## src/rtl/interval_timer_pkg.sv

```systemverilog
// Shared types and helpers for the interval timer arbiter: FSM state encoding,
// tick-count derivation and the round-robin winner search.
package interval_timer_pkg;

  typedef enum logic [1:0] {
    IDLE = 2'd0,
    RUN  = 2'd1,
    DONE = 2'd2
  } state_t;

  localparam int C_MAX_REQ = 8;
  localparam int C_PICK_W  = 3;

  // Clock cycles per millisecond; the clock frequency is a multiple of 1000.
  function automatic int calc_tick_cycles(input int clk_frq);
    return clk_frq / 1000;
  endfunction

  // First set bit of req at or above ptr, wrapping at n; 0 when req is empty.
  function automatic logic [C_PICK_W-1:0] rr_pick(
    input logic [C_MAX_REQ-1:0] req,
    input logic [C_PICK_W-1:0]  ptr,
    input int                   n
  );
    logic [C_PICK_W-1:0] idx;
    logic                found;
    rr_pick = '0;
    found   = 1'b0;
    for (int i = 0; i < C_MAX_REQ; i++) begin
      idx = C_PICK_W'((int'(ptr) + i) % n);
      if (!found && (i < n) && req[idx]) begin
        rr_pick = idx;
        found   = 1'b1;
      end
    end
  endfunction

endpackage

```

## src/rtl/interval_timer_arbiter_if.sv

```systemverilog
// Requester-side bundle of the shared interval timer plus FSM state for debug.
interface interval_timer_arbiter_if #(
  parameter int C_REQ       = 4,
  parameter int C_LEN_WIDTH = 8
);
  import interval_timer_pkg::*;

  // Level handshake: a requester raises req[i] with len field i valid and holds
  // it until done[i] pulses or it aborts by dropping req[i]; gnt[i] is high
  // exactly while its interval runs, len is only sampled on the granting edge.
  logic [C_REQ-1:0]             req;
  logic [C_REQ*C_LEN_WIDTH-1:0] len;
  logic [C_REQ-1:0]             gnt;
  logic [C_REQ-1:0]             done;
  logic                         busy;
  state_t                       dbg_state;

  modport master (
    output req, len,
    input  gnt, done, busy, dbg_state
  );

  modport slave (
    input  req, len,
    output gnt, done, busy, dbg_state
  );

endinterface

```

## src/rtl/ms_tick.sv

```systemverilog
// Millisecond prescaler: one-cycle tick every C_TICK_CYCLES enabled cycles.
module ms_tick #(
  parameter int C_TICK_CYCLES = 100_000
) (
  input  logic clk,
  input  logic rstb,
  input  logic clr,
  input  logic en,
  output logic tick
);

  localparam int C_CNT_W = (C_TICK_CYCLES > 1) ? $clog2(C_TICK_CYCLES) : 1;
  localparam logic [C_CNT_W-1:0] C_LAST = C_CNT_W'(C_TICK_CYCLES - 1);

  logic [C_CNT_W-1:0] cnt_q, cnt_d;

  assign tick = en && (cnt_q == C_LAST);

  always_comb begin
    cnt_d = cnt_q;
    if (clr) begin
      cnt_d = '0;
    end else if (en) begin
      cnt_d = tick ? '0 : cnt_q + 1'b1;
    end
  end

  always_ff @(posedge clk or negedge rstb) begin
    if (!rstb) begin
      cnt_q <= '0;
    end else begin
      cnt_q <= cnt_d;
    end
  end

endmodule

```

## src/rtl/interval_timer_arbiter.sv

```systemverilog
// Shared millisecond interval timer: round-robin grants one requester at a
// time, counts its interval in ms ticks and pulses done on completion.
module interval_timer_arbiter
  import interval_timer_pkg::*;
#(
  parameter int C_CLK_FRQ   = 100_000_000,
  parameter int C_REQ       = 4,
  parameter int C_LEN_WIDTH = 8
) (
  input logic                     clk,
  input logic                     rstb,
  interval_timer_arbiter_if.slave bus
);

  localparam int C_TICK_CYCLES = calc_tick_cycles(C_CLK_FRQ);
  localparam int C_IDX_W       = $clog2(C_REQ);

  state_t                 state_q, state_d;
  logic [C_IDX_W-1:0]     winner_q, winner_d;
  logic [C_IDX_W-1:0]     ptr_q, ptr_d;
  logic [C_IDX_W-1:0]     pick_idx, next_ptr;
  logic [C_LEN_WIDTH-1:0] ms_q, ms_d, pick_len;
  logic [C_REQ-1:0]       gnt_q, gnt_d;
  logic [C_REQ-1:0]       done_q, done_d;
  logic                   busy_q, busy_d;
  logic                   tick_clr, tick_en, tick;

  function automatic logic [C_REQ-1:0] onehot(input logic [C_IDX_W-1:0] idx);
    return C_REQ'(1) << idx;
  endfunction

  ms_tick #(
    .C_TICK_CYCLES(C_TICK_CYCLES)
  ) u_ms_tick (
    .clk  (clk),
    .rstb (rstb),
    .clr  (tick_clr),
    .en   (tick_en),
    .tick (tick)
  );

  always_comb begin
    pick_idx = C_IDX_W'(rr_pick(C_MAX_REQ'(bus.req), C_PICK_W'(ptr_q), C_REQ));
    pick_len = C_LEN_WIDTH'(bus.len >> (pick_idx * C_LEN_WIDTH));
    next_ptr = (winner_q == C_IDX_W'(C_REQ - 1)) ? '0 : winner_q + 1'b1;
  end

  always_comb begin
    state_d  = state_q;
    winner_d = winner_q;
    ptr_d    = ptr_q;
    ms_d     = ms_q;
    gnt_d    = gnt_q;
    done_d   = '0;
    busy_d   = busy_q;
    tick_clr = 1'b0;
    tick_en  = 1'b0;

    case (state_q)
      IDLE: begin
        tick_clr = 1'b1;
        if (|bus.req) begin
          winner_d = pick_idx;
          ms_d     = pick_len;
          busy_d   = 1'b1;
          // A zero-length request completes without ever being granted.
          if (pick_len == '0) begin
            state_d = DONE;
            done_d  = onehot(pick_idx);
          end else begin
            state_d = RUN;
            gnt_d   = onehot(pick_idx);
          end
        end
      end

      RUN: begin
        tick_en = 1'b1;
        // Abort wins over a coinciding last tick: no done for a dropped request.
        if (!bus.req[winner_q]) begin
          state_d = IDLE;
          gnt_d   = '0;
          busy_d  = 1'b0;
          ptr_d   = next_ptr;
        end else if (tick) begin
          ms_d = ms_q - 1'b1;
          if (ms_q == C_LEN_WIDTH'(1)) begin
            state_d = DONE;
            gnt_d   = '0;
            done_d  = onehot(winner_q);
          end
        end
      end

      DONE: begin
        state_d = IDLE;
        busy_d  = 1'b0;
        ptr_d   = next_ptr;
      end

      default: begin
        state_d = IDLE;
        gnt_d   = '0;
        busy_d  = 1'b0;
      end
    endcase
  end

  always_ff @(posedge clk or negedge rstb) begin
    if (!rstb) begin
      state_q  <= IDLE;
      winner_q <= '0;
      ptr_q    <= '0;
      ms_q     <= '0;
      gnt_q    <= '0;
      done_q   <= '0;
      busy_q   <= 1'b0;
    end else begin
      state_q  <= state_d;
      winner_q <= winner_d;
      ptr_q    <= ptr_d;
      ms_q     <= ms_d;
      gnt_q    <= gnt_d;
      done_q   <= done_d;
      busy_q   <= busy_d;
    end
  end

  assign bus.gnt       = gnt_q;
  assign bus.done      = done_q;
  assign bus.busy      = busy_q;
  assign bus.dbg_state = state_q;

endmodule

```

## src/flat_wrapper.sv

```systemverilog
// flat-port wrapper written by rule: the top's interface ports become plain ports
module interval_timer_arbiter_flat import interval_timer_pkg::*;
#(
  parameter int C_CLK_FRQ   = 100_000_000,
  parameter int C_REQ       = 4,
  parameter int C_LEN_WIDTH = 8
)
  (clk, rstb, bus_req, bus_len, bus_gnt, bus_done, bus_busy, bus_dbg_state);
  interval_timer_arbiter_if #(.C_REQ(C_REQ), .C_LEN_WIDTH(C_LEN_WIDTH)) bus_i ();
  input logic clk;
  input logic rstb;
  input wire logic [$bits(bus_i.req)-1:0] bus_req;
  input wire logic [$bits(bus_i.len)-1:0] bus_len;
  output wire logic [$bits(bus_i.gnt)-1:0] bus_gnt;
  output wire logic [$bits(bus_i.done)-1:0] bus_done;
  output wire logic [$bits(bus_i.busy)-1:0] bus_busy;
  output wire logic [$bits(bus_i.dbg_state)-1:0] bus_dbg_state;
  assign bus_i.req = bus_req;
  assign bus_i.len = bus_len;
  assign bus_gnt = bus_i.gnt;
  assign bus_done = bus_i.done;
  assign bus_busy = bus_i.busy;
  assign bus_dbg_state = bus_i.dbg_state;
  interval_timer_arbiter #(.C_CLK_FRQ(C_CLK_FRQ), .C_REQ(C_REQ), .C_LEN_WIDTH(C_LEN_WIDTH)) u_core (.clk(clk), .rstb(rstb), .bus(bus_i));
endmodule
```

## config.mk

```make
export PLATFORM = sky130hd
export DESIGN_NAME = interval_timer_arbiter_flat
export DESIGN_NICKNAME = d
export VERILOG_FILES = /design/src/rtl/interval_timer_pkg.sv /design/src/rtl/interval_timer_arbiter_if.sv /design/src/rtl/ms_tick.sv /design/src/rtl/interval_timer_arbiter.sv /design/src/flat_wrapper.sv
export SDC_FILE = /design/constraint.sdc
export NUM_CORES = 1
export LEC_CHECK = 0
export CAP_MARGIN = 10
export CORE_MARGIN = 2
export CORE_UTILIZATION = 54
export CTS_BUF_LIST = sky130_fd_sc_hd__clkbuf_2 sky130_fd_sc_hd__clkbuf_4 sky130_fd_sc_hd__clkbuf_8
export CTS_CLUSTER_SIZE = 20
export DETAILED_ROUTE_END_ITERATION = 10
export PLACE_DENSITY = 0.83
export SYNTH_ARGS = -nofsm -noshare
export SYNTH_HDL_FRONTEND = slang
export SYNTH_SLANG_ARGS = --single-unit
```

## constraint.sdc

```tcl
create_clock -name clk -period 2.6 [get_ports clk]
set_input_delay 0.52 -clock clk [delete_from_list [all_inputs] [get_ports clk]]
set_output_delay 0.52 -clock clk [all_outputs]
set_load 0.005 [all_outputs]
```

==> flow_metrics.tcl, run 1 <==
set metrics [dict create \
    min_period_over_period_pct 95.84 \
    whs_ns 0.3447 \
    synth_top_area_share_pct 39.78 \
    synth_cell_types 46 \
    async_flop_share_pct 100.0 \
    vdd_ir_drop_max_mv 0.4663 \
    via_count 2318 \
    cts_tree "yes" \
    critPathLaunchType "input port" \
    first_pass_iters 4 \
    first_global_vias 2351 \
    ys.flop_type "dfrtp_1" \
    clock.fmax_mhz 401.3 \
    dpl.hpwl_um 4556 \
    cp_data_required_time_ns 2.80 \
    netlist_top_cells_area "dfrtp_1 (40%), mux2i_1 (6.8%), o21ai_0 (5.6%)" \
    layout_commonest_cell "clkdlybuf4s50_1" \
    seq_area_sq_mm 0.001001 \
    synth-edff-count 0 \
    r2r-end "u_core.bus.gnt[1]" \
    grt.total_usage_pct 26.33 \
    gp_congestion 0.9028 \
    drc_errors 0 \
    ctsLongestPathBuffers 2 \
    viasPerCell 5.944 \
    grt_pass1_wl_um 10700 \
    cts_made_buffers 5 \
    slowest_stage "clkdlybuf4s50_1" \
    cts.htree.levels 2 \
    start_util_pct 57.00 \
    wl_per_cell_um 17.06 \
    power.leakage_nw 1.463 \
    hold_viol_final 0 \
    synth_warnings 0 \
    worst-path-max-fanout 8 \
    finClkSkew_ns 0.009346 \
    critPathCapture "u_core.bus.gnt[1]" \
    drt_wl_total_um 6654 \
    cts_root_buf "clkbuf_8" \
    yosys.area.top_type "dfrtp_1" \
    status "complete, no violations" \
    fin_crit_ns 2.492 \
    area_delta_synth_final_pct 32.62 \
    drv_cap 0 \
    nets 382 \
    timing.slew.headroom_pct 40.94 \
    fin_cells 390 \
    clk_pin_slew_ns 0.08 \
    diodes 0 \
    syn_area_sq_mm 0.002516 \
    drive_gt1_share_pct 14.50 \
    crit_path_end_kind "flip-flop" \
    setup_viol_count_final 0 \
    grt_antenna_before_repair 0 \
    min_path_type "input port to async pin" \
    clk_latency_ns 0.30 \
    num_rows 24 \
    r2r_cells 9 \
    crit_path_start "bus_req[2]" \
    ant_nets 0 \
    grt_max_degree 41 \
    port_buffers 48 \
    mostFrequentLayoutCells "clkdlybuf4s50_1 (45), dfrtp_1 (40), nor2_1 (30), o21ai_0 (28), nand2_1 (23)" \
    postCtsHoldBufs 0 \
    finalMaxSlewViolations 0 \
    synth_cells 275 \
    fillers 328 \
    max_stage_delay_ns 0.48 \
    die_height_um 72.26 \
    pwr_density_cell_mw_per_mm2 913.1 \
    die_x_um 72.26 \
    path_cells "clkdlybuf4s50_1 > inv_1 > a21oi_2 > o22a_4 > clkbuf_16 > mux2i_1 > mux2_4 > nand4_4 > o41a_1 > o32ai_1" \
    r2r_setup_slack_ns 0.23 \
    multi_input_area_sq_mm 0.001451 \
    core_area_sq_mm 0.004414 \
    dieArea_sq_mm 0.005222 \
    dp.cells 380 \
    dr.first_iter.drc_count 153 \
    worstMarginPinSlew_ns 0.8858 \
    ys_seq_elements 40 \
    worstPathArrival_ns 2.69 \
    syn_avg_cell_area_sq_um 9.150 \
    grt_overflow 0 \
    ys_seq_area_share_pct 39.78 \
    crit_type "input port to flip-flop" \
    ios 49 \
    r2r_start "u_core.ptr_q[1]" \
    clkSinkCount 40 \
    rsz0062_at_grt "false" \
    synthesis.nets 320 \
]
==> sequential cells by signal, indices dropped and copies added, names as in the netlist <==
register / count
u_core.u_ms_tick.cnt_q: 17
u_core.ms_q: 8
u_core.bus.done: 4
u_core.bus.gnt: 4
u_core.bus.dbg_state: 2
u_core.ptr_q: 2
u_core.winner_q: 2
u_core.bus.busy: 1
==> through the flow <==
step	setup WS, ns	TNS, ns	area, sq um	power, mW	utilization [%]
2_1_floorplan	0.3027	0	2516	1.899	-
3_3_place_gp	-0.2530	-1.796	3117	2.330	70.61
3_5_place_dp	-0.3400	-2.510	3117	2.383	70.61
4_1_cts	0.09071	0	3266	2.950	73.98
5_1_grt	0.006331	0	3337	3.237	75.60
6_report	0.1081	0	3337	3.047	75.60
==> Yosys cell counts (3+ instances only) <==
cell type	instances
dfrtp_1	40
nor2_1	30
o21ai_0	28
nand2_1	23
mux2i_1	17
a21oi_1	15
inv_1	14
nand3_1	11
mux2_2	10
clkbuf_1	7
ha_1	7
nor3_1	6
nand2b_1	5
o22a_1	5
o31ai_1	5
a21o_1	4
a22o_1	4
and3_1	4
a31oi_1	3
and4_1	3
o22ai_1	3
==> final cells by class <==
class                      instances  area share (%)
multi-input combinational        210           43.49
sequential                        40           30.00
timing repair buffer              66           19.65
clock buffer                       5           2.062
tap                               52           1.950
inverter                          14           1.575
clock inverter                     3           1.275
==> worst min path at each step <==
stage / cells after the start / endpoint / slack, ns / startpoint
2_1_floorplan: 0 / u_core.bus.busy / 0.22 / rstb
3_3_place_gp: 1 / u_core.u_ms_tick.cnt_q[16] / 0.48 / u_core.u_ms_tick.cnt_q[16]
3_5_place_dp: 1 / u_core.u_ms_tick.cnt_q[16] / 0.49 / u_core.u_ms_tick.cnt_q[16]
4_1_cts: 1 / u_core.u_ms_tick.cnt_q[2] / 0.37 / rstb
5_1_grt: 1 / u_core.ptr_q[0] / 0.42 / rstb
6_report: 1 / u_core.u_ms_tick.cnt_q[2] / 0.34 / rstb
==> cell families after synthesis <==
family,Yosys count,synth area share [%]
simple gates,94,18.75
compound gates,78,19.59
flops,40,39.78
mux,29,12.73
buf+inv,25,4.973
fa+ha+maj,7,3.481
xor+xnor,2,0.6963
==> layer usage <==
layer / routed length [um] / vias up / global-route usage (%)
li1: - / 1132 / -
met1: 2835 / 1113 / 33.03
met2: 3323 / 64 / 45.06
met3: 410 / 9 / 5.694
met4: 85 / 0 / 9.015
met5: 0 / - / 0
==> worst max-delay path: cells and delay by family <==
| kind | cells | cell delay (ns) |
|---|---|---|
| AOI/OAI and AO/OA | 4 | 0.94 |
| buffers and inverters | 3 | 0.73 |
| muxes | 2 | 0.40 |
| and+or+nand+nor | 1 | 0.11 |
==> power breakdown <==
group,internal [mW],switching (mW)
registers,0.782,0.184
logic,0.793,0.780
clock network,0.284,0.224
==> what timing repair did <==
item | CTS | global route
resized for setup | 6 | 12
setup buffers | 0 | 0
gates cloned | 1 | 1
endpoints found under the setup margin | 5 | 5
pin swaps | 2 | 1
No activity file was read; power rests on OpenSTA's default activity.
==> run 2, diff against run 1 <==
--- a/config.mk
+++ b/config.mk
@@ -5,9 +5,9 @@
 export SDC_FILE = /design/constraint.sdc
 export NUM_CORES = 1
 export LEC_CHECK = 0
-export CAP_MARGIN = 10
+export ABC_AREA = 1
 export CORE_MARGIN = 2
-export CORE_UTILIZATION = 54
+export CORE_UTILIZATION = 55
 export CTS_BUF_LIST = sky130_fd_sc_hd__clkbuf_2 sky130_fd_sc_hd__clkbuf_4 sky130_fd_sc_hd__clkbuf_8
 export CTS_CLUSTER_SIZE = 20
 export DETAILED_ROUTE_END_ITERATION = 10
==> run 2 against run 1 <==
  * Clock skew is 0.0015 ns higher
  * Clock-buffer cell count is 1 higher
  * Combinational power is 120% higher
  * Global-route usage is 0.20 points lower
  * Cell count is 42% higher
  * First-iteration DRC count is 72% higher
  * Clock power hardly changed
  * Largest power group unchanged
==> flow_metrics.tcl, run 2 <==
set metrics [dict create \
    status "complete, no violations" \
    fin_util_pct 76.82 \
    largest_reg_flops 17 \
    port_buffers 48 \
    drc_errors 0 \
    crit_path_start "u_core.ptr_q[0]" \
    dr.first_iter.drc_count 263 \
    synth_top_area_share_pct 35.48 \
    r2r_start "u_core.ptr_q[0]" \
    diodes 0 \
    path_buf_inv 2 \
    area_delta_synth_final_pct 37.30 \
    r2r_cells 19 \
    syn_avg_cell_area_sq_um 7.071 \
    power.leakage_nw 1.853 \
    worstPathArrival_ns 2.77 \
    ant_nets 0 \
    core_area_sq_mm 0.005042 \
    finClkSkew_ns 0.01089 \
    syn_area_sq_mm 0.002821 \
    crit_path_end_kind "flip-flop" \
    r2r_setup_slack_ns 0.07 \
    synth_cells 399 \
    die_x_um 75.63 \
    synth-edff-count 0 \
    drv_cap 0 \
    ios 49 \
    finalMaxSlewViolations 0 \
    pwr_density_cell_mw_per_mm2 1273 \
    max_stage_delay_ns 0.47 \
    clk_pin_slew_ns 0.08 \
    critPathLaunchType "flip-flop" \
    ys_seq_area_share_pct 35.48 \
    grt.total_usage_pct 26.13 \
    wl_per_cell_um 13.71 \
    nets 527 \
    grt_max_degree 41 \
    fin_cells 553 \
    hold_viol_final 0 \
    vdd_ir_drop_max_mv 0.7789 \
    dpl.hpwl_um 5358 \
    fillers 343 \
    crit_type "flip-flop to flip-flop" \
    min_period_over_period_pct 97.46 \
    worstMarginPinSlew_ns 0.8433 \
    synthesis.nets 444 \
    cts_tree "yes" \
    dieArea_sq_mm 0.005719 \
    cp_top_family "simple AND/OR/NAND/NOR gates" \
    gp_congestion 0.9466 \
    via_count 3086 \
    clock.fmax_mhz 394.7 \
    num_rows 26 \
    ys.flop_type "dfrtp_1" \
    cts.htree.levels 2 \
    grt_antenna_before_repair 0 \
    clkSinkCount 40 \
    first_pass_iters 5 \
    layout_commonest_cell "nand2_1" \
    yosys.area.top_type "dfrtp_1" \
    timing.slew.headroom_pct 43.78 \
    netlist_top_cells_area "dfrtp_1 (35%), nand2_1 (15%), nand3_1 (5.3%)" \
    ctsLongestPathBuffers 2 \
    grt_overflow 0 \
    slowest_stage "dfrtp_2" \
    path_cells "buf_6 > o21ai_2 > nand2_1 > nand2_1 > nand2_1 > nand2_1 > nand2_2 > nand2_4 > nand2_8 > clkbuf_16 > nand3_1 > nand2_1 > nor2_1 > nand2_1 > nor2_4 > nand3_4 > nand2_4 > nand2_1 > nand2_1" \
    fin_crit_ns 2.534 \
    multi_input_area_sq_mm 0.001674 \
    worst-path-max-fanout 8 \
    ys_seq_elements 40 \
    cts_made_buffers 5 \
    synth_cell_types 35 \
    viasPerCell 5.580 \
    synth_common_cells "nand2_1 (109), dfrtp_1 (40), inv_1 (39)" \
    seq_area_sq_mm 0.001002 \
    setup_viol_count_final 0 \
    grt_pass1_wl_um 11630 \
    path_common_cell "nand2_1" \
    drive_gt1_share_pct 19.05 \
    tns_ns 0 \
    drt_wl_total_um 7584 \
    regMostFlops "u_core.u_ms_tick.cnt_q" \
    die_height_um 75.63 \
    dp.cells 537 \
    min_path_type "input port to async pin" \
    mostFrequentLayoutCells "nand2_1 (105), clkdlybuf4s50_1 (43), dfrtp_1 (39), inv_1 (38), buf_4 (32)" \
    yosysMostFrequentCell "nand2_1" \
    cts_root_buf "clkbuf_8" \
    async_flop_share_pct 100.0 \
    start_util_pct 55.96 \
    first_global_vias 2800 \
    clk_latency_ns 0.30 \
    synth_warnings 0 \
    cp_data_required_time_ns 2.83 \
    top_regs "u_core.u_ms_tick.cnt_q x17, u_core.ms_q x8" \
    r2r-end "u_core.bus.gnt[0]" \
]
run 2: layout make-up:
type	instances	share of cell area [%]
flip-flops and latches	40	25.87
well taps	70	2.261
repair buffers	87	21.45
inverters	43	4.328
clock inverters	2	0.9044
clock buffers	6	1.970
multi-input cells	305	43.22
run 2: metal layers:
layer	routed length [um]	GRT usage (%)	vias to the layer above
li1	-	-	1505
met1	3197	33.50	1417
met2	3770	43.67	142
met3	410	3.968	22
met4	206	11.50	0
met5	0	0	-
run 2: timing repair:
action	CTS	global route
pin swaps	1	12
gates resized for setup	5	30
setup endpoints to repair	7	10
hold buffers	0	0
setup buffers	0	6
cloned	0	2
run 2: power by group:
part	switching (mW)	internal (mW)	total, mW
Combinational	1.97	1.51	3.48
Sequential	0.158	0.784	0.942
Clock	0.215	0.295	0.511
run 2: worst max path at each step:
stage	cells after the start	end
detailed placement	18	u_core.bus.gnt[0]
finish	19	u_core.bus.gnt[0]
global placement	18	u_core.bus.gnt[1]
floorplan	20	u_core.bus.gnt[1]
global route	20	u_core.bus.gnt[0]
CTS	18	u_core.bus.gnt[0]
run 2: logic make-up after synthesis:
kind of cell	Yosys count	share of synthesized area, %
AO/OA/AOI/OAI	63	12.77
AND/OR/NAND/NOR	225	37.38
adder cells (fa/ha/maj)	7	3.104
flip-flops	40	35.48
XOR/XNOR	9	2.794
buffers and inverters	55	8.469
run 2: metrics by stage:
step | power, mW | cell area [sq um] | setup WS, ns | hold WS (ns)
after floorplan | 2.802 | 2821 | 0.5144 | 0.2244
after global placement | 3.698 | 3561 | -0.2397 | 0.4581
after detailed placement | 3.783 | 3561 | -0.3459 | 0.4577
after CTS | 4.394 | 3699 | 0.01008 | 0.3618
after global routing | 5.321 | 3874 | -0.09493 | 0.4109
final | 4.932 | 3874 | 0.06617 | 0.3247
